File: src/rtl/gf_pe_pkg.sv
// -----------------------------------------------------------------------------
// gf_pe_pkg
// Shared types and helpers for the GF(2^M) digit-serial processing element.
//   state_e   : operation FSM state (IDLE / ACC)
//   GF_MAX_M  : largest supported field degree; helpers work at this width
//   CNT_W     : width of the digit counter (holds up to N-1 <= GF_MAX_M-1)
//   gf_mulx() : multiply a field element by x, reduced by the modulus
// -----------------------------------------------------------------------------
package gf_pe_pkg;

    localparam int GF_MAX_M = 32;
    localparam int CNT_W    = $clog2(GF_MAX_M);

    typedef enum logic {
        IDLE = 1'b0,
        ACC  = 1'b1
    } state_e;

    // v * x mod (x^m + g). v and g are m-bit values zero-extended to
    // GF_MAX_M bits; the x^m term of the modulus is implicit.
    function automatic logic [GF_MAX_M-1:0] gf_mulx(
        input logic [GF_MAX_M-1:0] v,
        input logic [GF_MAX_M-1:0] g,
        input int unsigned         m
    );
        logic [GF_MAX_M-1:0] mask;
        logic [GF_MAX_M-1:0] r;
        logic [4:0]          top;
        if (m >= GF_MAX_M) begin
            mask = '1;
        end else begin
            mask = (GF_MAX_M'(1) << m) - GF_MAX_M'(1);
        end
        top = 5'(m - 1);
        r   = (v << 1) & mask;
        if (v[top]) begin
            r = r ^ g;
        end
        return r;
    endfunction

endpackage

File: src/rtl/gf_digit_step.sv
// -----------------------------------------------------------------------------
// gf_digit_step
// Purely combinational digit step of the MSB-first GF(2^M) multiplier:
//   p_o = (p_i * x^D mod g) XOR sum_{j<D} a_i[j] * (b_i * x^j mod g)
// Parameters: M field degree, D digit width.
// Ports:
//   p_i  [M-1:0]  running partial product
//   a_i  [D-1:0]  multiplier digit, a_i[D-1] highest order
//   b_i  [M-1:0]  multiplicand
//   g_i  [M-1:0]  modulus low bits (x^M implicit)
//   p_o  [M-1:0]  updated partial product
// -----------------------------------------------------------------------------
module gf_digit_step
    import gf_pe_pkg::*;
#(
    parameter int M = 8,
    parameter int D = 1
) (
    input  logic [M-1:0] p_i,
    input  logic [D-1:0] a_i,
    input  logic [M-1:0] b_i,
    input  logic [M-1:0] g_i,
    output logic [M-1:0] p_o
);

    logic [M-1:0] p_sh  [D+1];
    logic [M-1:0] b_sh  [D];
    logic [M-1:0] sum_w [D+1];

    assign p_sh[0]  = p_i;
    assign b_sh[0]  = b_i;
    assign sum_w[0] = '0;

    // Bit j of the digit weights b*x^j; p is shifted D times in parallel.
    for (genvar j = 0; j < D; j++) begin : g_bit
        assign p_sh[j+1]  = M'(gf_mulx(GF_MAX_M'(p_sh[j]), GF_MAX_M'(g_i), M));
        assign sum_w[j+1] = a_i[j] ? (sum_w[j] ^ b_sh[j]) : sum_w[j];
        if (j < D - 1) begin : g_bnext
            assign b_sh[j+1] = M'(gf_mulx(GF_MAX_M'(b_sh[j]), GF_MAX_M'(g_i), M));
        end
    end

    assign p_o = p_sh[D] ^ sum_w[D];

endmodule

File: src/rtl/gf_digit_pe.sv
// -----------------------------------------------------------------------------
// gf_digit_pe
// GF(2^M) systolic processing element. Consumes multiplier A as D-bit digits,
// MSB-first, against a multiplicand B and modulus G latched on the first beat;
// after N = M/D digits it emits P = A*B mod G. Inputs are forwarded one cycle
// later so cells chain into a systolic row.
// Optional feature macro: GF_PE_MAC_EN -- adds acc_i, XORed into the result
// (sampled on the final beat) for multiply-accumulate chains.
// Ports:
//   clk, rst (async, active-low)
//   ctr_i    first-digit marker (valid only with a_vld_i)
//   a_vld_i  digit valid; low = bubble
//   a_i      [D-1:0] multiplier digit
//   b_i, g_i [M-1:0] multiplicand / modulus, sampled on a first beat
//   acc_i    [M-1:0] addend (GF_PE_MAC_EN only)
//   ctr_o, a_vld_o, a_o, b_o, g_o   1-cycle delayed copies of the inputs
//   p_o      [M-1:0] last completed product, held until the next completion
//   p_vld_o  one-cycle pulse marking a new p_o
//   err_o    one-cycle pulse on a protocol error
// -----------------------------------------------------------------------------
module gf_digit_pe
    import gf_pe_pkg::*;
#(
    parameter int M = 8,
    parameter int D = 1
) (
    input  logic         clk,
    input  logic         rst,
    input  logic         ctr_i,
    input  logic         a_vld_i,
    input  logic [D-1:0] a_i,
    input  logic [M-1:0] b_i,
    input  logic [M-1:0] g_i,
`ifdef GF_PE_MAC_EN
    input  logic [M-1:0] acc_i,
`endif
    output logic         ctr_o,
    output logic         a_vld_o,
    output logic [D-1:0] a_o,
    output logic [M-1:0] b_o,
    output logic [M-1:0] g_o,
    output logic [M-1:0] p_o,
    output logic         p_vld_o,
    output logic         err_o
);

    localparam int N = M / D;
    localparam logic [CNT_W-1:0] LAST_CNT = CNT_W'(N - 1);

    state_e           state_q, state_d;
    logic [CNT_W-1:0] cnt_q, cnt_d;
    logic [M-1:0]     b_q, g_q;
    logic [M-1:0]     pacc_q, pacc_d;
    logic [M-1:0]     p_q, p_d;
    logic             pvld_q, pvld_d;
    logic             err_q, err_d;

    logic             ctr_fwd_q, vld_fwd_q;
    logic [D-1:0]     a_fwd_q;
    logic [M-1:0]     b_fwd_q, g_fwd_q;

    logic             first_beat, cont_beat, done;
    logic [M-1:0]     step_p, step_b, step_g, step_out, acc_term;

    // A first beat restarts from a zero product with the freshly presented
    // B/G, so the step is fed from the inputs rather than the latches.
    assign first_beat = a_vld_i & ctr_i;
    assign cont_beat  = a_vld_i & ~ctr_i & (state_q == ACC);
    assign done       = first_beat ? (N == 1) : (cont_beat && (cnt_q == LAST_CNT));

    assign step_p = first_beat ? '0  : pacc_q;
    assign step_b = first_beat ? b_i : b_q;
    assign step_g = first_beat ? g_i : g_q;

`ifdef GF_PE_MAC_EN
    assign acc_term = acc_i;
`else
    assign acc_term = '0;
`endif

    gf_digit_step #(
        .M (M),
        .D (D)
    ) u_step (
        .p_i (step_p),
        .a_i (a_i),
        .b_i (step_b),
        .g_i (step_g),
        .p_o (step_out)
    );

    // FSM state register
    always_ff @(posedge clk or negedge rst) begin
        if (!rst) begin
            state_q <= IDLE;
        end else begin
            state_q <= state_d;
        end
    end

    // FSM next state
    always_comb begin
        state_d = state_q;
        case (state_q)
            IDLE: begin
                if (first_beat && !done) state_d = ACC;
            end
            ACC: begin
                if (first_beat) begin
                    state_d = done ? IDLE : ACC;
                end else if (done) begin
                    state_d = IDLE;
                end
            end
            default: state_d = IDLE;
        endcase
    end

    // FSM outputs / datapath next values
    always_comb begin
        cnt_d  = cnt_q;
        pacc_d = pacc_q;
        p_d    = p_q;
        pvld_d = done;
        // ctr_i=1 while busy aborts; ctr_i=0 while idle has nothing to join.
        err_d  = a_vld_i & (ctr_i ? (state_q == ACC) : (state_q == IDLE));
        if (first_beat || cont_beat) begin
            pacc_d = step_out;
            if (done) begin
                cnt_d = '0;
            end else if (first_beat) begin
                cnt_d = CNT_W'(1);
            end else begin
                cnt_d = cnt_q + CNT_W'(1);
            end
        end
        if (done) begin
            p_d = step_out ^ acc_term;
        end
    end

    always_ff @(posedge clk or negedge rst) begin
        if (!rst) begin
            cnt_q  <= '0;
            pacc_q <= '0;
            b_q    <= '0;
            g_q    <= '0;
            p_q    <= '0;
            pvld_q <= 1'b0;
            err_q  <= 1'b0;
        end else begin
            cnt_q  <= cnt_d;
            pacc_q <= pacc_d;
            p_q    <= p_d;
            pvld_q <= pvld_d;
            err_q  <= err_d;
            if (first_beat) begin
                b_q <= b_i;
                g_q <= g_i;
            end
        end
    end

    // Systolic forward path: unconditional one-cycle copies.
    always_ff @(posedge clk or negedge rst) begin
        if (!rst) begin
            ctr_fwd_q <= 1'b0;
            vld_fwd_q <= 1'b0;
            a_fwd_q   <= '0;
            b_fwd_q   <= '0;
            g_fwd_q   <= '0;
        end else begin
            ctr_fwd_q <= ctr_i;
            vld_fwd_q <= a_vld_i;
            a_fwd_q   <= a_i;
            b_fwd_q   <= b_i;
            g_fwd_q   <= g_i;
        end
    end

    assign ctr_o   = ctr_fwd_q;
    assign a_vld_o = vld_fwd_q;
    assign a_o     = a_fwd_q;
    assign b_o     = b_fwd_q;
    assign g_o     = g_fwd_q;
    assign p_o     = p_q;
    assign p_vld_o = pvld_q;
    assign err_o   = err_q;

endmodule

File: config.mk
export PLATFORM = sky130hd
export DESIGN_NAME = gf_digit_pe
export DESIGN_NICKNAME = d
export VERILOG_FILES = /design/src/rtl/gf_pe_pkg.sv /design/src/rtl/gf_digit_step.sv /design/src/rtl/gf_digit_pe.sv
export SDC_FILE = /design/constraint.sdc
export NUM_CORES = 1
export LEC_CHECK = 0
export CORE_MARGIN = 2
export CORE_UTILIZATION = 40
export DETAILED_ROUTE_END_ITERATION = 6
export GPL_TIMING_DRIVEN = 0
export PLACE_DENSITY = 0.78
export RECOVER_POWER = 25
export SLEW_MARGIN = 20
export SYNTH_ARGS = -nofsm -noshare
export SYNTH_HDL_FRONTEND = slang
export SYNTH_HIERARCHICAL = 1
export SYNTH_SLANG_ARGS = --single-unit
File: constraint.sdc
create_clock -name clk -period 1.45 [get_ports clk]
set_clock_uncertainty 0.1 [all_clocks]
set_input_delay 0.3625 -clock clk [delete_from_list [all_inputs] [get_ports clk]]
set_output_delay 0.3625 -clock clk [all_outputs]
set_load 0.1 [all_outputs]
### Word-level counts from Yosys, hierarchy flattened

Cells that the tools add are included.

* register bits after elaboration: 59
* input port bits: 21

* add/subtract/negate cells: 1
* eq/ne operators: 1
* mux-type cells: 12
* bitwise logic cells: 8
* reductions and logical operators: 4

Operator list (number)
* $mux W8: 5
* $xor A8 B8 Y8: 2
* $mux W5: 2
* $add A5 B1 Y5 const B: 1
* $eq A5 B3 Y1 const B: 1
* $and A1 B1 Y1: 4
* $mux W1: 4
* $logic_and A1 B1 Y1: 2
* $not A1 Y1: 2
* $pmux W1 S2: 1
* $logic_not A1 Y1: 1
* $logic_or A1 B1 Y1: 1

### Longest topological paths before layout

* depth after elaboration: 9
* depth in mapped cells: 9
* depth with buffers taken out: 5

### Hierarchy

The synthesis kept the hierarchy.

Modules (own cells, without submodules)
* gf_digit_pe: times used 1, cells an instance 132, area an instance 2149.6 µm², sequential area each 1476.4 µm²
* gf_digit_step: times used 1, cells an instance 26, area an instance 256.5 µm², sequential area each 0.0 µm²

### Worst setup path before layout

No wires, ideal clock.

* path kind: in2reg
* from: in ctr_i
* to: reg p_q[5], in the netlist p_o[5]
* library setup time: 0.125 ns
* data arrival time: 1.825 ns
* data required time: 1.225 ns
* setup slack: -0.600 ns
* stages on the path: 9
* cells stage by stage: buf_6 > nand2_1 > buf_2 > buf_2 > and2_1 > buf_4 > nand2_2 > xor3_1 > mux2_2

* elaborated cells on any way between the ends: 13
* classes of those cells: 6 x mux; 6 x bitwise; 1 x reduce/logical

RTL lines
* from (decl): RTL line gf_digit_pe.sv:29 `input logic ctr_i,`
* $and A1 B1 Y1: RTL line gf_digit_pe.sv:67 `assign first_beat = a_vld_i & ctr_i;`
* $mux W8: RTL line gf_digit_pe.sv:71 `assign step_p = first_beat ? '0 : pacc_q;`
* via step_p[7]: RTL line gf_digit_pe.sv:63 `logic [M-1:0] step_p, step_b, step_g, step_out, acc_term;`
* $mux W8: RTL line gf_pe_pkg.sv:36 `if (v[top]) begin`
* $xor A8 B8 Y8: RTL line gf_digit_step.sv:43 `assign p_o = p_sh[D] ^ sum_w[D];`
* via step_out[5]: RTL line gf_digit_pe.sv:63
* to (signal assigned): RTL line gf_digit_pe.sv:154 `p_q <= p_d;`
* to (decl): RTL line gf_digit_pe.sv:54 `logic [M-1:0] p_q, p_d;`

The timed path passes the listed nets, and every way through them passes these cells.
A chain may end at the register's enable or synchronous reset.

### Worst setup path in the final report

* from: in b_i[6]
* to: reg pacc_q[6]

* cells in the longest elaborated chain, start to end: 3

Ends and longest elaborated chain
* from (decl): RTL line gf_digit_pe.sv:32 `input logic [M-1:0] b_i,`
* $mux W8: RTL line gf_digit_pe.sv:72 `assign step_b = first_beat ? b_i : b_q;`
* via step_b[6]: RTL line gf_digit_pe.sv:63
* $mux W8: RTL line gf_digit_step.sv:37 `assign sum_w[j+1] = a_i[j] ? (sum_w[j] ^ b_sh[j]) : sum_w[j];`
* $xor A8 B8 Y8: RTL line gf_digit_step.sv:43
* via step_out[6]: RTL line gf_digit_pe.sv:63
* to (signal assigned): RTL line gf_digit_pe.sv:153 `pacc_q <= pacc_d;`
* to (decl): RTL line gf_digit_pe.sv:53 `logic [M-1:0] pacc_q, pacc_d;`

The timed path passes the listed nets, and every way through them passes these cells.

==> results.json <==
{
  "core_um2": 5850,
  "switching_share": 0.342,
  "num_vias": 1495,
  "vdd_drop_max_uv": 724,
  "seq_area_frac_synth": 0.614,
  "drv_cap": 0,
  "hold_class": "input port to async pin",
  "syn_avg_cell_area_um2": 15.2,
  "setup_violations": 16,
  "placed_cell_area_um2": 3050,
  "grt_antenna_before_repair": 0,
  "diodes": 0,
  "final_common_cell": "dfrtp_1",
  "postRouteAntennaNets": 0,
  "initial_core_util": 0.411,
  "grt_max_degree": 60,
  "fmax_ghz": 0.570,
  "final_nets": 255,
  "status": "complete, but fails checks",
  "grt_usage": 0.163,
  "routedWlPerCell_um": 15.6,
  "firstDrtPassIters": 4,
  "drive_above_1_share": 0.517,
  "viasPerCell": 4.81,
  "pin_count": 50,
  "layout_common_cells": "59 x dfrtp_1, 30 x buf_4, 17 x mux2_2, 15 x mux2_4, 15 x buf_6",
  "p_leak_nw": 1.70,
  "arrival_ns": 1.87,
  "cts.sinks": 59,
  "tightestPinTransition_ns": 0.789,
  "crit_type": "input port to flop",
  "grt_pass1_wl_mm": 7.85,
  "cp-start-kind": "input port",
  "wl_mm": 4.87,
  "drcViolationCount": 0,
  "hpwlAfterDp_mm": 2.83,
  "synthArstFlopShare": 1.00,
  "grt-ovfl-total": 0,
  "rsz0062_at_grt": "yes",
  "seq_area_um2": 1480,
  "clk_pin_slew_ns": 0.06,
  "drv_slew": 0,
  "required_ns": 1.57,
  "hold_viol_final": 0,
  "dp_cells": 282,
  "layout_setup_ws_ns": -0.305,
  "dieArea_um2": 6650,
  "fillers": 433,
  "synth_warnings": 6,
  "dieWidth_um": 81.6,
  "cts_tree": "yes",
  "cts.hold.buffers_added": 0,
  "power_frac_comb": 0.394,
  "numCtsBuffers": 9,
  "rows": 28,
  "power_density_nw_per_um2": 1750,
  "drt_iter0_markers": 56,
  "cts_max_path_buffers": 2,
  "failed_checks": "setup timing",
  "p_seq_frac": 0.359,
  "final_cells": 311,
  "syn2layout_area_growth_pct": 44.6,
  "die_height_um": 81.6,
  "synth_seq_cells": 59,
  "multiInputGateArea_um2": 1010,
  "cts_htree_levels": 3,
  "fin_crit_sh": 1.21,
  "power_mw": 6.07,
  "insertion_delay_ns": 0.33,
  "period_needed_ns": 1.76,
  "numPortBuffers": 49,
  "relSlewSlack": 0.474,
  "holdWs_ns": 0.0400,
  "ys.flop_type": "dfrtp_1",
  "synth_edf_count": 0,
  "endpoint_kind": "flop",
  "preCtsSetupSlack_ns": -1.20,
  "root_buffer": "clkbuf_8",
  "syn_inst": 158,
  "crit_path_max_fanout": 2,
  "clock_power_share": 0.247,
  "synth_cell_type_count": 31,
  "grt_pass1_vias": 1649,
  "syn_area_um2": 2410,
  "p_switching_mw": 2.08,
  "p_int_mw": 3.99,
  "place_congestion": 0.762,
  "final_area_um2": 3480,
  "syn_nets": 180
}
==> per-layer routing <==
metal / track usage / up-vias / wire (um)
met4: 0.0746 / 0 / 85
met5: 0 / - / 0
met3: 0.0626 / 11 / 292
met2: 0.272 / 35 / 2510
met1: 0.183 / 756 / 1980
li1: - / 693 / -
==> sequential cells by signal, indices dropped and copies added (netlist names) <==
name / cells
a_o: 1
a_vld_o: 1
b_o: 8
b_q: 8
cnt_q: 5
ctr_o: 1
err_o: 1
g_o: 8
g_q: 8
p_o: 8
p_vld_o: 1
pacc_q: 8
state_q: 1
==> path summary, 6_finish.rpt <==
check,from,cells past startpoint,slack (ns),to
worst max-delay path,b_i[6],5,-0.31,pacc_q[6]
worst min-delay path,rst,1,0.04,p_o[2]
worst max register to register,cnt_q[0],4,-0.21,p_o[3]
worst min register to register,g_q[0],1,0.40,g_q[0]
max in group asynchronous,rst,1,0.70,pacc_q[2]
min in group clk,ctr_i,1,0.05,ctr_o
==> synth_stat cells, types with 2 or more instances <==
cell      instances  area [um^2]
dfrtp_1          59         1480
xor2_1            2         17.5
buf_6             2         22.5
and2_1            8         50.1
buf_2             3         15.0
xor3_1            7          166
nand2_1          18         67.6
o21ai_0           5         25.0
nand3b_1          2         15.0
mux2_1            2         22.5
mux2_2           30          338
==> critical path: stages <==
cell	delay, ns
dlygate4sd3_1	0.56
mux2_4	0.29
nand2_2	0.07
xor3_1	0.32
mux2_4	0.28
==> per-stage QoR <==
step	setup TNS, ns	util
floorplan	-6.20	-
global placement	-151.94	0.522
detailed placement	-41.09	0.521
CTS	-4.61	0.583
global route	-5.03	0.595
finish	-4.38	0.595
==> power groups by stage <==
stage	Sequential, mW	Combinational, mW	Clock [mW]
after CTS	2.16	2.31	1.52
after detailed placement	2.16	2.10	0
final	2.18	2.39	1.50
after global routing	2.22	2.51	1.60
after floorplan	2.83	0.950	0
after global placement	2.15	2.06	0
==> kinds of logic after synthesis <==
kind of cell | synth area share
DFF | 0.614
and+or+nand+nor | 0.100
muxes | 0.154
AOI/OAI and AO/OA | 0.0302
xor gates and xnor gates | 0.0764
buffers and inverters | 0.0203
adders and majority gates | 0.00520
==> layout make-up <==
type,instances,share of cell area
clock buffer,12,0.0475
timing repair buffer,66,0.181
sequential,59,0.424
multi-input combinational,92,0.291
clock inverter,2,0.0101
tap,75,0.0270
buffer,4,0.0176
inverter,1,0.00108
==> repair_timing <==
item,in CTS,in global routing
pin swaps,6,3
endpoints found under the setup margin,64,22
buffers inserted,16,1
resized for setup,217,18
Power figures use the tool's default switching activity.
